**src/rtl/tx_mix_pkg.sv**
```systemverilog
// Shared types and arithmetic helpers for the TX NCO mixer.
package tx_mix_pkg;

  typedef enum logic [1:0] {
    IDLE  = 2'd0,
    PRIME = 2'd1,
    RUN   = 2'd2
  } mix_state_e;

  // Sign-extends p from in_w bits, rounds half up while dropping 'shift' LSBs,
  // then clamps to a signed ow-bit range; sat flags any clamp.
  function automatic logic signed [63:0] round_sat(
    input  logic signed [63:0] p,
    input  int unsigned        in_w,
    input  int unsigned        shift,
    input  int unsigned        ow,
    output logic               sat
  );
    logic signed [63:0] pe;
    logic signed [63:0] r;
    logic signed [63:0] hi;
    logic signed [63:0] lo;
    pe  = (p <<< (64 - in_w)) >>> (64 - in_w);
    r   = (pe + (64'sd1 <<< (shift - 1))) >>> shift;
    hi  = (64'sd1 <<< (ow - 1)) - 64'sd1;
    lo  = -(64'sd1 <<< (ow - 1));
    sat = 1'b0;
    if (r > hi) begin
      r   = hi;
      sat = 1'b1;
    end else if (r < lo) begin
      r   = lo;
      sat = 1'b1;
    end
    return r;
  endfunction

endpackage

```
**src/rtl/tx_mix_fifo.sv**
```systemverilog
// Small circular baseband FIFO with occupancy count and synchronous flush.
module tx_mix_fifo #(
  parameter int DW    = 16,
  parameter int DEPTH = 4
) (
  input  logic                       clk,
  input  logic                       reset_n,
  input  logic                       flush,
  input  logic                       push,
  input  logic                       pop,
  input  logic [DW-1:0]              wr_data,
  output logic [DW-1:0]              rd_data,
  output logic [$clog2(DEPTH):0]     count
);

  localparam int AW = $clog2(DEPTH);
  localparam int CW = AW + 1;

  logic [DW-1:0] mem [DEPTH];
  logic [AW-1:0] wr_ptr;
  logic [AW-1:0] rd_ptr;

  always_ff @(posedge clk) begin
    if (push && !flush) mem[wr_ptr] <= wr_data;
  end

  assign rd_data = mem[rd_ptr];

  always_ff @(posedge clk or negedge reset_n) begin
    if (!reset_n) begin
      wr_ptr <= '0;
      rd_ptr <= '0;
      count  <= '0;
    end else if (flush) begin
      wr_ptr <= '0;
      rd_ptr <= '0;
      count  <= '0;
    end else begin
      if (push) wr_ptr <= wr_ptr + AW'(1);
      if (pop)  rd_ptr <= rd_ptr + AW'(1);
      case ({push, pop})
        2'b10:   count <= count + CW'(1);
        2'b01:   count <= count - CW'(1);
        default: count <= count;
      endcase
    end
  end

endmodule

```
**src/rtl/tx_nco_mixer.sv**
```systemverilog
// Baseband x NCO sine mixer with priming FIFO, rounding and saturation.
// Optional macro TX_MIX_UNDERFLOW_CNT_EN adds a saturating underflow event counter.
module tx_nco_mixer
  import tx_mix_pkg::*;
#(
  parameter int MPR        = 12,
  parameter int DW         = 16,
  parameter int OW         = 16,
  parameter int FIFO_DEPTH = 4,
  parameter int PRIME_LVL  = 2
) (
  input  logic           clk,
  input  logic           reset_n,
  input  logic           clken,
  input  logic           tx_en_i,
  input  logic [MPR-1:0] nco_sin_i,
  input  logic           nco_valid_i,
  input  logic [DW-1:0]  bb_data_i,
  input  logic           bb_valid_i,
  output logic           bb_ready_o,
  output logic [OW-1:0]  mix_o,
  output logic           mix_valid_o,
  output logic           sat_o,
  output logic           underflow_o
`ifdef TX_MIX_UNDERFLOW_CNT_EN
  ,
  output logic [15:0]    underflow_cnt_o
`endif
);

  localparam int CW = $clog2(FIFO_DEPTH) + 1;
  localparam int PW = DW + MPR;

  mix_state_e            state_q;
  mix_state_e            state_d;
  logic [CW-1:0]         fifo_count;
  logic [DW-1:0]         fifo_head;
  logic                  push;
  logic                  pop;
  logic                  flush;
  logic                  nco_acc;
  logic                  uf_evt;
  logic                  flag_clr;
  logic signed [DW-1:0]  mult;
  logic signed [MPR-1:0] sin_s;
  logic signed [PW-1:0]  p1_q;
  logic                  v1_q;
  logic                  v2_q;
  logic signed [OW-1:0]  mix_d;
  logic                  sat_d;

  // Ready looks only at the registered count, so a same-cycle pop never frees a slot.
  assign bb_ready_o = (state_q != IDLE) && (fifo_count < CW'(FIFO_DEPTH));
  assign push       = bb_valid_i && bb_ready_o && clken;
  assign nco_acc    = nco_valid_i && clken;
  assign pop        = nco_acc && (state_q == RUN) && (fifo_count != '0);
  assign uf_evt     = nco_acc && (state_q == RUN) && (fifo_count == '0);
  assign flush      = clken && ((state_q == IDLE) || !tx_en_i);
  assign flag_clr   = clken && (state_q == IDLE) && tx_en_i;
  assign sin_s      = nco_sin_i;
  assign mult       = pop ? fifo_head : '0;

  tx_mix_fifo #(
    .DW    (DW),
    .DEPTH (FIFO_DEPTH)
  ) u_fifo (
    .clk     (clk),
    .reset_n (reset_n),
    .flush   (flush),
    .push    (push),
    .pop     (pop),
    .wr_data (bb_data_i),
    .rd_data (fifo_head),
    .count   (fifo_count)
  );

  always_comb begin
    state_d = state_q;
    if (!tx_en_i) begin
      state_d = IDLE;
    end else begin
      case (state_q)
        IDLE:    state_d = PRIME;
        PRIME:   if (fifo_count >= CW'(PRIME_LVL)) state_d = RUN;
        RUN:     state_d = RUN;
        default: state_d = IDLE;
      endcase
    end
  end

  always_ff @(posedge clk or negedge reset_n) begin
    if (!reset_n)   state_q <= IDLE;
    else if (clken) state_q <= state_d;
  end

  always_comb begin
    sat_d = 1'b0;
    mix_d = OW'(round_sat({{(64-PW){1'b0}}, p1_q}, PW, MPR - 1, OW, sat_d));
  end

  always_ff @(posedge clk or negedge reset_n) begin
    if (!reset_n) begin
      p1_q  <= '0;
      v1_q  <= 1'b0;
      v2_q  <= 1'b0;
      mix_o <= '0;
      sat_o <= 1'b0;
    end else if (clken) begin
      v1_q <= nco_acc;
      if (nco_acc) p1_q <= PW'(mult) * PW'(sin_s);
      v2_q <= v1_q;
      if (v1_q) mix_o <= mix_d;
      if (flag_clr)           sat_o <= 1'b0;
      else if (v1_q && sat_d) sat_o <= 1'b1;
    end
  end

  assign mix_valid_o = v2_q && clken;

  always_ff @(posedge clk or negedge reset_n) begin
    if (!reset_n)         underflow_o <= 1'b0;
    else if (flag_clr)    underflow_o <= 1'b0;
    else if (uf_evt)      underflow_o <= 1'b1;
  end

`ifdef TX_MIX_UNDERFLOW_CNT_EN
  always_ff @(posedge clk or negedge reset_n) begin
    if (!reset_n)                          underflow_cnt_o <= '0;
    else if (flag_clr)                     underflow_cnt_o <= '0;
    else if (uf_evt && underflow_cnt_o != '1) underflow_cnt_o <= underflow_cnt_o + 16'd1;
  end
`endif

endmodule

```
**config.mk**
```make
export PLATFORM = sky130hd
export DESIGN_NAME = tx_nco_mixer
export DESIGN_NICKNAME = d
export VERILOG_FILES = /design/src/rtl/tx_mix_pkg.sv /design/src/rtl/tx_mix_fifo.sv /design/src/rtl/tx_nco_mixer.sv
export SDC_FILE = /design/constraint.sdc
export NUM_CORES = 1
export LEC_CHECK = 0
export CAP_MARGIN = 20
export CELL_PAD_IN_SITES_DETAIL_PLACEMENT = 0
export CELL_PAD_IN_SITES_GLOBAL_PLACEMENT = 2
export CORE_MARGIN = 5
export CORE_UTILIZATION = 41
export DETAILED_ROUTE_END_ITERATION = 10
export GPL_TIMING_DRIVEN = 0
export MAX_ROUTING_LAYER = met4
export PLACE_DENSITY = 0.82
export SLEW_MARGIN = 40
export SYNTH_ARGS = -nofsm -noshare
export SYNTH_HDL_FRONTEND = slang
export SYNTH_SLANG_ARGS = --single-unit
```
**constraint.sdc**
```tcl
create_clock -name clk -period 7.65 [get_ports clk]
set_input_delay 1.9125 -clock clk [delete_from_list [all_inputs] [get_ports clk]]
set_output_delay 1.9125 -clock clk [all_outputs]
set_load 0.005 [all_outputs]
```
==> impl_metrics.sql <==
INSERT INTO impl_metrics (metric_group, metric, value, unit) VALUES
('outcome', 'run_status', 'completed', ''),
('hold_path', 'holdCritPathClass', 'register to register', ''),
('power_and_ir_drop', 'power.share.switching', '33.3', '%'),
('detailed_routing', 'postRouteWirelength', '28000', 'um'),
('cts', 'cts.sinks', '111', ''),
('detailed_routing', 'drt_pass1_iterations', '5', ''),
('yosys', 'synthTopCellsByCount', 'sky130_fd_sc_hd__inv_1 (229), sky130_fd_sc_hd__fa_1 (177), sky130_fd_sc_hd__nand2_1 (168)', ''),
('yosys', 'postSynthCellCount', '1144', ''),
('worst_setup_path', 'cp_data_arrival_time', '7.65', 'ns'),
('sta', 'fin_tns_setup', '0', 'ns'),
('yosys', 'post-synth-top-area-fraction', '30.5', '%'),
('yosys', 'yosys.cell_count.top_type', 'sky130_fd_sc_hd__inv_1', ''),
('floorplan', 'num_io_pins', '54', ''),
('power_and_ir_drop', 'pwr_density_cell', '136', 'mW/mm2'),
('power_and_ir_drop', 'report.power.total', '0.00186', 'W'),
('yosys', 'postSynthAreaPerCell', '10.2', 'um2'),
('global_routing', 'grt_overflow_total', '0', ''),
('run', 'maxCapViolations', '0', ''),
('yosys', 'number_of_enable_flip_flop_cells_after_synthesis', '64', ''),
('yosys', 'synth_cell_type_count', '53', ''),
('yosys', 'syn_std_cell_area', '0.0116', 'mm2'),
('power_and_ir_drop', 'p_int', '0.00124', 'W'),
('sta', 'finalSetupViolCount', '0', ''),
('worst_setup_path', 'timing_worst_setup_path_type', 'primary input to register', ''),
('detailed_routing', 'drcViolationCount', '0', ''),
('layout', 'layout.cells.non_filler', '1602', ''),
('global_routing', 'grtUsageTotal', '19.5', '%'),
('layout', 'final_layout_size_suffix_gt1_share', '13.6', '%'),
('yosys', 'ys_seq_area_share', '26.6', '%'),
('power_and_ir_drop', 'pwr-share-clk', '27.8', '%'),
('sta', 'final_worst_path_period_share', '96.9', '%'),
('layout', 'layout.core_utilization', '48.8', '%'),
('cts', 'worst_setup_hold_path_clk_slew', '0.08', 'ns'),
('cts', 'worstSkewPairLatency', '0.37', 'ns'),
('yosys', 'share_of_synthesized_registers_carrying_an_async_set_or_reset', '42.3', '%'),
('yosys', 'synth.area.top_cells', 'sky130_fd_sc_hd__fa_1 (30%), sky130_fd_sc_hd__edfxtp_1 (17%), sky130_fd_sc_hd__dfrtp_1 (10%)', ''),
('yosys', 'yosys_warnings', '0', ''),
('worst_setup_path', 'worst-endpoint-required', '7.89', 'ns'),
('sta', 'fin_skew', '0.0181', 'ns'),
('detailed_routing', 'routed-via-count', '8030', ''),
('global_routing', 'first_pass_grt_wire_length', '46700', 'um'),
('power_and_ir_drop', 'combPwrFrac', '31.4', '%'),
('yosys', 'synth_top_flop_cell', 'sky130_fd_sc_hd__edfxtp_1', ''),
('power_and_ir_drop', 'seq_power_share', '40.8', '%'),
('global_routing', 'maximum_number_of_pins_on_one_net_before_global_route_repair', '31', ''),
('yosys', 'total_of_flip_flops_plus_latches_after_synthesis', '111', ''),
('placement', 'port_buffers', '53', ''),
('floorplan', 'initial_standard_cell_utilization_of_the_core', '41.6', '%'),
('placement', 'place.gp.congestion', '0.834', ''),
('placement', 'dp_hpwl', '22300', 'um'),
('worst_setup_path', 'worstSetupStartpointType', 'primary input', ''),
('sta', 'period_needed', '7.42', 'ns'),
('detailed_routing', 'first_iter_violations', '442', ''),
('floorplan', 'fp.coreArea', '0.0279', 'mm2'),
('sta', 'hold_violations', '0', ''),
('floorplan', 'die_w', '178', 'um'),
('cts', 'numCtsBuffers', '9', ''),
('floorplan', 'die_y', '178', 'um'),
('cts', 'clock-root-buffer', 'sky130_fd_sc_hd__clkbuf_16', ''),
('worst_setup_path', 'endpoint_kind', 'register', ''),
('layout', 'nFillCells', '2673', ''),
('worst_setup_path', 'worst-path-max-fanout', '10', ''),
('floorplan', 'die-area', '0.0318', 'mm2'),
('sta', 'hold_slack', '0.475', 'ns'),
('detailed_routing', 'detail_route.wl_per_cell', '17.5', 'um'),
('yosys', 'synth_fp_nets', '1420', ''),
('yosys', 'most_area_hungry_cell_type_in_the_yosys_netlist', 'sky130_fd_sc_hd__fa_1', ''),
('sta', 'achievable-frequency', '135', 'MHz'),
('detailed_routing', 'drt-vias-per-instance', '5.01', ''),
('layout', 'area_growth', '17.3', '%'),
('cts', 'cts_htree_levels', '3', '');
path summary, 6_finish.rpt:
path | startpoint | to | slack [ns] | cells past startpoint
worst max-delay path | nco_sin_i[6] | p1_q[26]$_DFFE_PN0P_ | 0.23 | 20
worst min-delay path | mix_o[15]$_DFFE_PN0P_ | mix_o[15]$_DFFE_PN0P_ | 0.47 | 2
worst max register to register | u_fifo.rd_ptr[0]$_DFFE_PN0P_ | p1_q[26]$_DFFE_PN0P_ | 1.23 | 22
worst min register to register | mix_o[15]$_DFFE_PN0P_ | mix_o[15]$_DFFE_PN0P_ | 0.47 | 2
max in group asynchronous | reset_n | u_fifo.count[2]$_DFFE_PN0P_ | 5.77 | 2
min in group asynchronous | reset_n | mix_o[2]$_DFFE_PN0P_ | 1.42 | 1
state kept, by name (all words and copies together) (netlist names), 2 cells and up:
| name | flops |
|---|---|
| u_fifo.wr_ptr | 2 |
| mix_o | 16 |
| p1_q | 18 |
| state_q | 2 |
| u_fifo.rd_ptr | 2 |
| u_fifo.count | 3 |
| u_fifo.mem | 64 |
through the flow:
step / setup WS [ns] / cell area, um2
6_report: 0.234 / 13600
5_1_grt: 0.0132 / 13600
4_1_cts: -0.0674 / 13500
3_5_place_dp: -1.37 / 12700
3_3_place_gp: -1.32 / 12600
2_1_floorplan: 0.156 / 11600
final cells by class:
| class | count | area [um2] | area share [%] |
|---|---|---|---|
| Multi-Input combinational cell | 752 | 7840 | 57.5 |
| Sequential cell | 111 | 3100 | 22.7 |
| Inverter | 229 | 860 | 6.30 |
| Timing Repair Buffer | 73 | 728 | 5.34 |
| Tap cell | 378 | 473 | 3.47 |
| Buffer | 43 | 324 | 2.38 |
| Clock buffer | 10 | 229 | 1.68 |
| Clock inverter | 6 | 87.6 | 0.642 |
repair_timing:
item                                    in CTS  in global routing
cloned                                       1                  0
endpoints found under the setup margin      18                 16
gates resized for setup                    110                 42
pin swaps                                   37                 35
buffers inserted                            16                  2
layer usage:
metal | global-route usage [%] | routed length (um) | vias up
met5 | - | 0 | -
met4 | 3.97 | 418 | 0
met3 | 2.27 | 1040 | 28
met2 | 31.5 | 13600 | 142
met1 | 27.1 | 12900 | 4110
li1 | - | - | 3750
placed cells by master (no fill, tap or decap), types with 7 or more instances in the layout:
| master | netlist | routed |
|---|---|---|
| sky130_fd_sc_hd__o21ai_1 | 18 | 18 |
| sky130_fd_sc_hd__ha_1 | 65 | 53 |
| sky130_fd_sc_hd__fa_1 | 177 | 172 |
| sky130_fd_sc_hd__xnor2_1 | 28 | 28 |
| sky130_fd_sc_hd__ha_4 | 0 | 11 |
| sky130_fd_sc_hd__clkbuf_16 | 0 | 9 |
| sky130_fd_sc_hd__nand2_1 | 168 | 164 |
| sky130_fd_sc_hd__and3_1 | 72 | 63 |
| sky130_fd_sc_hd__clkbuf_2 | 1 | 7 |
| sky130_fd_sc_hd__inv_1 | 229 | 226 |
| sky130_fd_sc_hd__and2_4 | 0 | 10 |
| sky130_fd_sc_hd__clkdlybuf4s50_1 | 0 | 49 |
| sky130_fd_sc_hd__xor2_1 | 13 | 13 |
| sky130_fd_sc_hd__nor2_1 | 33 | 32 |
| sky130_fd_sc_hd__mux4_2 | 16 | 16 |
| sky130_fd_sc_hd__nand3_1 | 13 | 13 |
| sky130_fd_sc_hd__o21ai_0 | 32 | 28 |
| sky130_fd_sc_hd__a21oi_1 | 24 | 17 |
| sky130_fd_sc_hd__clkbuf_1 | 38 | 14 |
| sky130_fd_sc_hd__buf_6 | 1 | 11 |
| sky130_fd_sc_hd__dfrtp_1 | 47 | 47 |
| sky130_fd_sc_hd__a21oi_2 | 12 | 14 |
| sky130_fd_sc_hd__edfxtp_1 | 64 | 64 |
| sky130_fd_sc_hd__buf_4 | 2 | 19 |
power by group through the flow:
stage          sequential (W)  combinational [W]  clock [W]
2_1_floorplan        0.000763           0.000341          0
3_3_place_gp         0.000770           0.000539          0
3_5_place_dp         0.000771           0.000545          0
4_1_cts              0.000759           0.000589   0.000531
5_1_grt              0.000767           0.000662   0.000552
6_report             0.000758           0.000583   0.000516
worst max-delay path: stages:
cell                              delay (ns)
sky130_fd_sc_hd__clkdlybuf4s50_1        0.80
sky130_fd_sc_hd__clkbuf_2               0.36
sky130_fd_sc_hd__nand2_1                0.10
sky130_fd_sc_hd__fa_1                   0.48
sky130_fd_sc_hd__inv_1                  0.05
sky130_fd_sc_hd__fa_1                   0.51
sky130_fd_sc_hd__fa_1                   0.53
sky130_fd_sc_hd__fa_1                   0.55
sky130_fd_sc_hd__inv_1                  0.06
sky130_fd_sc_hd__fa_1                   0.53
sky130_fd_sc_hd__inv_1                  0.06
sky130_fd_sc_hd__ha_4                   0.24
sky130_fd_sc_hd__a21oi_4                0.17
sky130_fd_sc_hd__o21ai_4                0.10
sky130_fd_sc_hd__a311oi_4               0.34
sky130_fd_sc_hd__a211oi_4               0.11
sky130_fd_sc_hd__buf_6                  0.15
sky130_fd_sc_hd__a221oi_4               0.27
sky130_fd_sc_hd__xor2_1                 0.21
sky130_fd_sc_hd__o21ai_1                0.09
logic make-up after synthesis:
group / after synthesis / synth area share (%)
xor+xnor: 41 / 3.09
compound gates: 116 / 6.38
flops: 111 / 26.6
simple gates: 336 / 13.9
mux: 17 / 3.18
fa+ha+maj: 242 / 37.5
buf+inv: 281 / 9.40
Note: power is estimated with default switching activity, not from simulation.
